$ cat config.mk
export PLATFORM = sky130hd
export DESIGN_NAME = contador_updown_param
export DESIGN_NICKNAME = d
export VERILOG_FILES = /design/src/rtl/contador_updown_param.sv
export SDC_FILE = /design/constraint.sdc
export NUM_CORES = 1
export LEC_CHECK = 0
export BUFFER_PORTS_ARGS = -buffer_cell sky130_fd_sc_hd__buf_2
export CAP_MARGIN = 20
export CORE_ASPECT_RATIO = 0.7
export CORE_MARGIN = 10
export CORE_UTILIZATION = 55
export DETAILED_ROUTE_END_ITERATION = 12
export GPL_ROUTABILITY_DRIVEN = 0
export GPL_TIMING_DRIVEN = 0
export PLACE_DENSITY_LB_ADDON = 0.3
export SLEW_MARGIN = 20
export SYNTH_ARGS = -nofsm -noshare
export SYNTH_HDL_FRONTEND = slang
export SYNTH_SLANG_ARGS = --single-unit
$ cat constraint.sdc
create_clock -name clk -period 2.5 [get_ports clk]
set_input_delay 0.125 -clock clk [delete_from_list [all_inputs] [get_ports clk]]
set_output_delay 0.125 -clock clk [all_outputs]
set_load 0.02 [all_outputs]
$ cat src/rtl/contador_updown_param.sv
// Bounded up/down counter with runtime limit, wrap/saturate mode, parallel load,
// a one-cycle terminal-count pulse and a sticky overflow flag.
module contador_updown_param #(
  parameter int WIDTH = 8
) (
  input  logic             clk,
  input  logic             rst,
  input  logic             en,
  input  logic             ud,
  input  logic             load,
  input  logic [WIDTH-1:0] din,
  input  logic [WIDTH-1:0] limit,
  input  logic             sat,
  input  logic             clr_ovf,
  output logic [WIDTH-1:0] cont,
  output logic             tc,
  output logic             ovf
);

  logic [WIDTH-1:0] cont_q, cont_d;
  logic             tc_q, tc_d;
  logic             ovf_q, ovf_d;
  logic             bnd_evt;

  always_comb begin
    cont_d  = cont_q;
    bnd_evt = 1'b0;
    if (load) begin
      cont_d = (din <= limit) ? din : limit;
    end else if (en) begin
      if (ud) begin
        // cont >= limit also covers a count left above a freshly lowered limit
        if (cont_q < limit) begin
          cont_d = cont_q + 1'b1;
        end else begin
          bnd_evt = 1'b1;
          cont_d  = sat ? limit : '0;
        end
      end else begin
        if (cont_q == '0) begin
          bnd_evt = 1'b1;
          cont_d  = sat ? '0 : limit;
        end else if (cont_q > limit) begin
          cont_d = limit;
        end else begin
          cont_d = cont_q - 1'b1;
        end
      end
    end
    tc_d  = bnd_evt;
    ovf_d = bnd_evt | (ovf_q & ~clr_ovf);
  end

  always_ff @(posedge clk or negedge rst) begin
    if (!rst) begin
      cont_q <= '0;
      tc_q   <= 1'b0;
      ovf_q  <= 1'b0;
    end else begin
      cont_q <= cont_d;
      tc_q   <= tc_d;
      ovf_q  <= ovf_d;
    end
  end

  assign cont = cont_q;
  assign tc   = tc_q;
  assign ovf  = ovf_q;

endmodule
==> impl_metrics.ini <==
[outcome]
status = finished, final reports clean

[setup_path]
cp_slowest_cell = dfrtp_2
setup.worst_path.end = cont[2]
r2r_slack_ns = 0.10
r2r_start = cont[1]
cp-end-kind = register
reg2regPathDepth = 8
path_buf_inv = 0
start_kind = register
worst-path-stages = 8
startpoint = cont[1]
r2r-end = cont[2]
required_ns = 2.63
slowest_delay_ns = 0.48
arrival_ns = 2.53
cp_cell_sequence = ha_1 -> nor2b_1 -> o211ai_1 -> a21oi_2 -> o21ai_4 -> mux2i_1 -> a221oi_1 -> a211oi_1
cpLargestDelayFamily = compound AO/OA/AOI/OAI gates
cp_max_fo = 8
critPathKind = reg2reg

[final_layout]
regArea_um2 = 251
syn2layout_area_growth_pct = 20.2
nets = 251
fillers = 201
antenna_cells = 0
drive_gt1_share_pct = 29.3
multi_input_area_um2 = 1110

[sta]
relSlewSlack_pct = 73.6
fin_crit_sh_pct = 95.9
worst_pin_slew_ns = 0.395
fin_skew_ns = 0.00570
final_max_slew_viol_count = 0
hold_viol_final = 0
hold_slack_ns = 0.128
fmaxAchievable_mhz = 417
period_needed_ns = 2.40
setup_viol = 0

[clocking]
ctsHtreeMaxLevel = 1
cts_buffer_depth = 2
clock-sinks = 10
cts-root-buf = clkbuf_8
clkLatencyLatePin_ns = 0.25
tritoncts = done
cts.clk_slew.worst_paths_ns = 0.06
cts_buffers = 3

[drt]
dr.first_iter.drc_count = 161
wl_um = 4540
drtPass1Iterations = 4
wl_per_cell_um = 18.7
avgViaCountPerCell = 6.15
drtAntennaViolNets = 0
drcViolationCount = 0
vias = 1489

[power]
p_int_mw = 0.550
p_comb_share_pct = 52.6
p_switching_mw = 0.429
max-vdd-ir-drop_v = 0.000311
switching_share_pct = 43.8
clockPowerShare_pct = 23.3
leakagePower_nw = 0.851
power_frac_seq_pct = 24.1
power_mw = 0.979
p_per_area_nw_per_um2 = 559

[synth]
synthArstFlopShare_pct = 100
synth_nets = 213
synth_flop_cell = dfrtp_1
synth_cells = 171
synth_area_leaders = dfrtp_1 17%, ha_1 16%, mux2i_1 9.6%
ys_types = 40
synth_commonest_cells = 19 x ha_1, 14 x mux2i_1, 14 x nand2_1, 14 x nor2_1, 13 x inv_1
synth_most_common_cell = ha_1
synth_top_area_share_pct = 17.2
syn_area_um2 = 1460
synth_edf_count = 0
synth-seq-cells = 10
syn_avg_cell_area_um2 = 8.52
ys_seq_area_share_pct = 17.2
synth_area_leader_cell = dfrtp_1
yosysWarnings = 0

[floorplanning]
die_area_um2 = 5140
dieWidth_um = 81.5
die_h_um = 63.1
pin_count = 33
row_count = 15
initial_core_util_pct = 58.4
core_area_um2 = 2500

[run]
cap_violations = 0

[placed_design]
dp_hpwl_um = 3520
numPortBuffers = 31

[global_route]
antenna_found_initial = 0
grt_first_pass_wirelength_um = 7200
grt.overflow.total = 0
grt_pass1_vias = 1524
grt_usage_pct = 17.4
grt_max_degree = 11

[hold_path]
hp-class = in2reg
==> layout by cell type, fill, tap and decap left out, types with 3 or more instances in the layout <==
master    count
a211oi_1      5
a211oi_2      3
a21oi_1       6
a221oi_1      8
buf_2        31
buf_6         4
clkbuf_8      4
dfrtp_1       9
ha_1         19
inv_1        13
mux2i_1      14
nand2_1      14
nand3_1       4
nand4_1       5
nor2_1       13
nor2b_1       3
o21ai_0       5
o21ai_2       3
xnor2_1       6
xor2_1        6
==> through the flow <==
step / setup WS, ns / std cells / util (%) / setup TNS, ns / instance area, um^2
2_1_floorplan: 0.301 / 171 / - / 0 / 1460
3_3_place_gp: 0.155 / 236 / 66.3 / 0 / 1660
3_5_place_dp: -0.0235 / 236 / 66.3 / -0.0235 / 1660
4_1_cts: 0.0464 / 241 / 69.0 / 0 / 1720
5_1_grt: -0.0449 / 242 / 70.2 / -0.0841 / 1750
6_report: 0.101 / 242 / 70.2 / 0 / 1750
==> per-layer routing <==
layer | track usage, % | routed length, um
met1 | 21.9 | 2000
met4 | 7.76 | 99
met5 | 0 | 0
met3 | 4.82 | 354
met2 | 26.6 | 2090
==> power groups by stage <==
| stage | combinational (mW) | clock (mW) | sequential (mW) |
|---|---|---|---|
| 2_1_floorplan | 0.321 | 0 | 0.258 |
| 3_3_place_gp | 0.467 | 0 | 0.234 |
| 3_5_place_dp | 0.484 | 0 | 0.236 |
| 5_1_grt | 0.564 | 0.231 | 0.240 |
| 6_report | 0.516 | 0.228 | 0.236 |
| 4_1_cts | 0.490 | 0.227 | 0.234 |
==> state kept, by name, indices dropped and copies added, names as in the netlist <==
signal and count:
cont 8, ovf 1, tc 1
==> what timing repair did <==
| item | 4_1_cts | 5_1_grt |
|---|---|---|
| endpoints found under the hold margin | 10 | 0 |
| setup buffers | 0 | 1 |
| setup endpoints to repair | 1 | 8 |
| hold buffers | 1 | 0 |
| resized for setup | 1 | 6 |
| pin swaps | 0 | 2 |
==> cells by family (layout without fill, tap and decap cells) <==
family                     count (synthesis)  after routing  share of synthesized area (%)
buffers and inverters                     20             57                           7.90
and+or+nand+nor                           55             55                           20.7
AOI/OAI and AO/OA                         41             41                           21.1
DFF                                       10             10                           17.2
muxes                                     14             14                           9.61
xor gates and xnor gates                  12             12                           7.21
adders and majority gates                 19             19                           16.3
==> final cells by class <==
| class | instances | share of cell area [%] |
|---|---|---|
| Multi-Input combinational cell | 141 | 63.6 |
| Sequential cell | 10 | 14.4 |
| Timing Repair Buffer | 33 | 9.86 |
| Buffer | 7 | 3.79 |
| Clock buffer | 4 | 3.14 |
| Inverter | 13 | 2.79 |
| Tap cell | 34 | 2.43 |
==> worst min path at each step <==
stage,start,end,slack (ns),cells after the start
floorplan,rst,cont[0],-0.17,0
global placement,rst,cont[2],0.01,1
detailed placement,rst,cont[1],0.02,1
CTS,load,cont[4],0.12,2
global route,load,cont[6],0.13,2
finish,load,cont[4],0.13,2
Note: power is estimated with default switching activity, not from simulation.
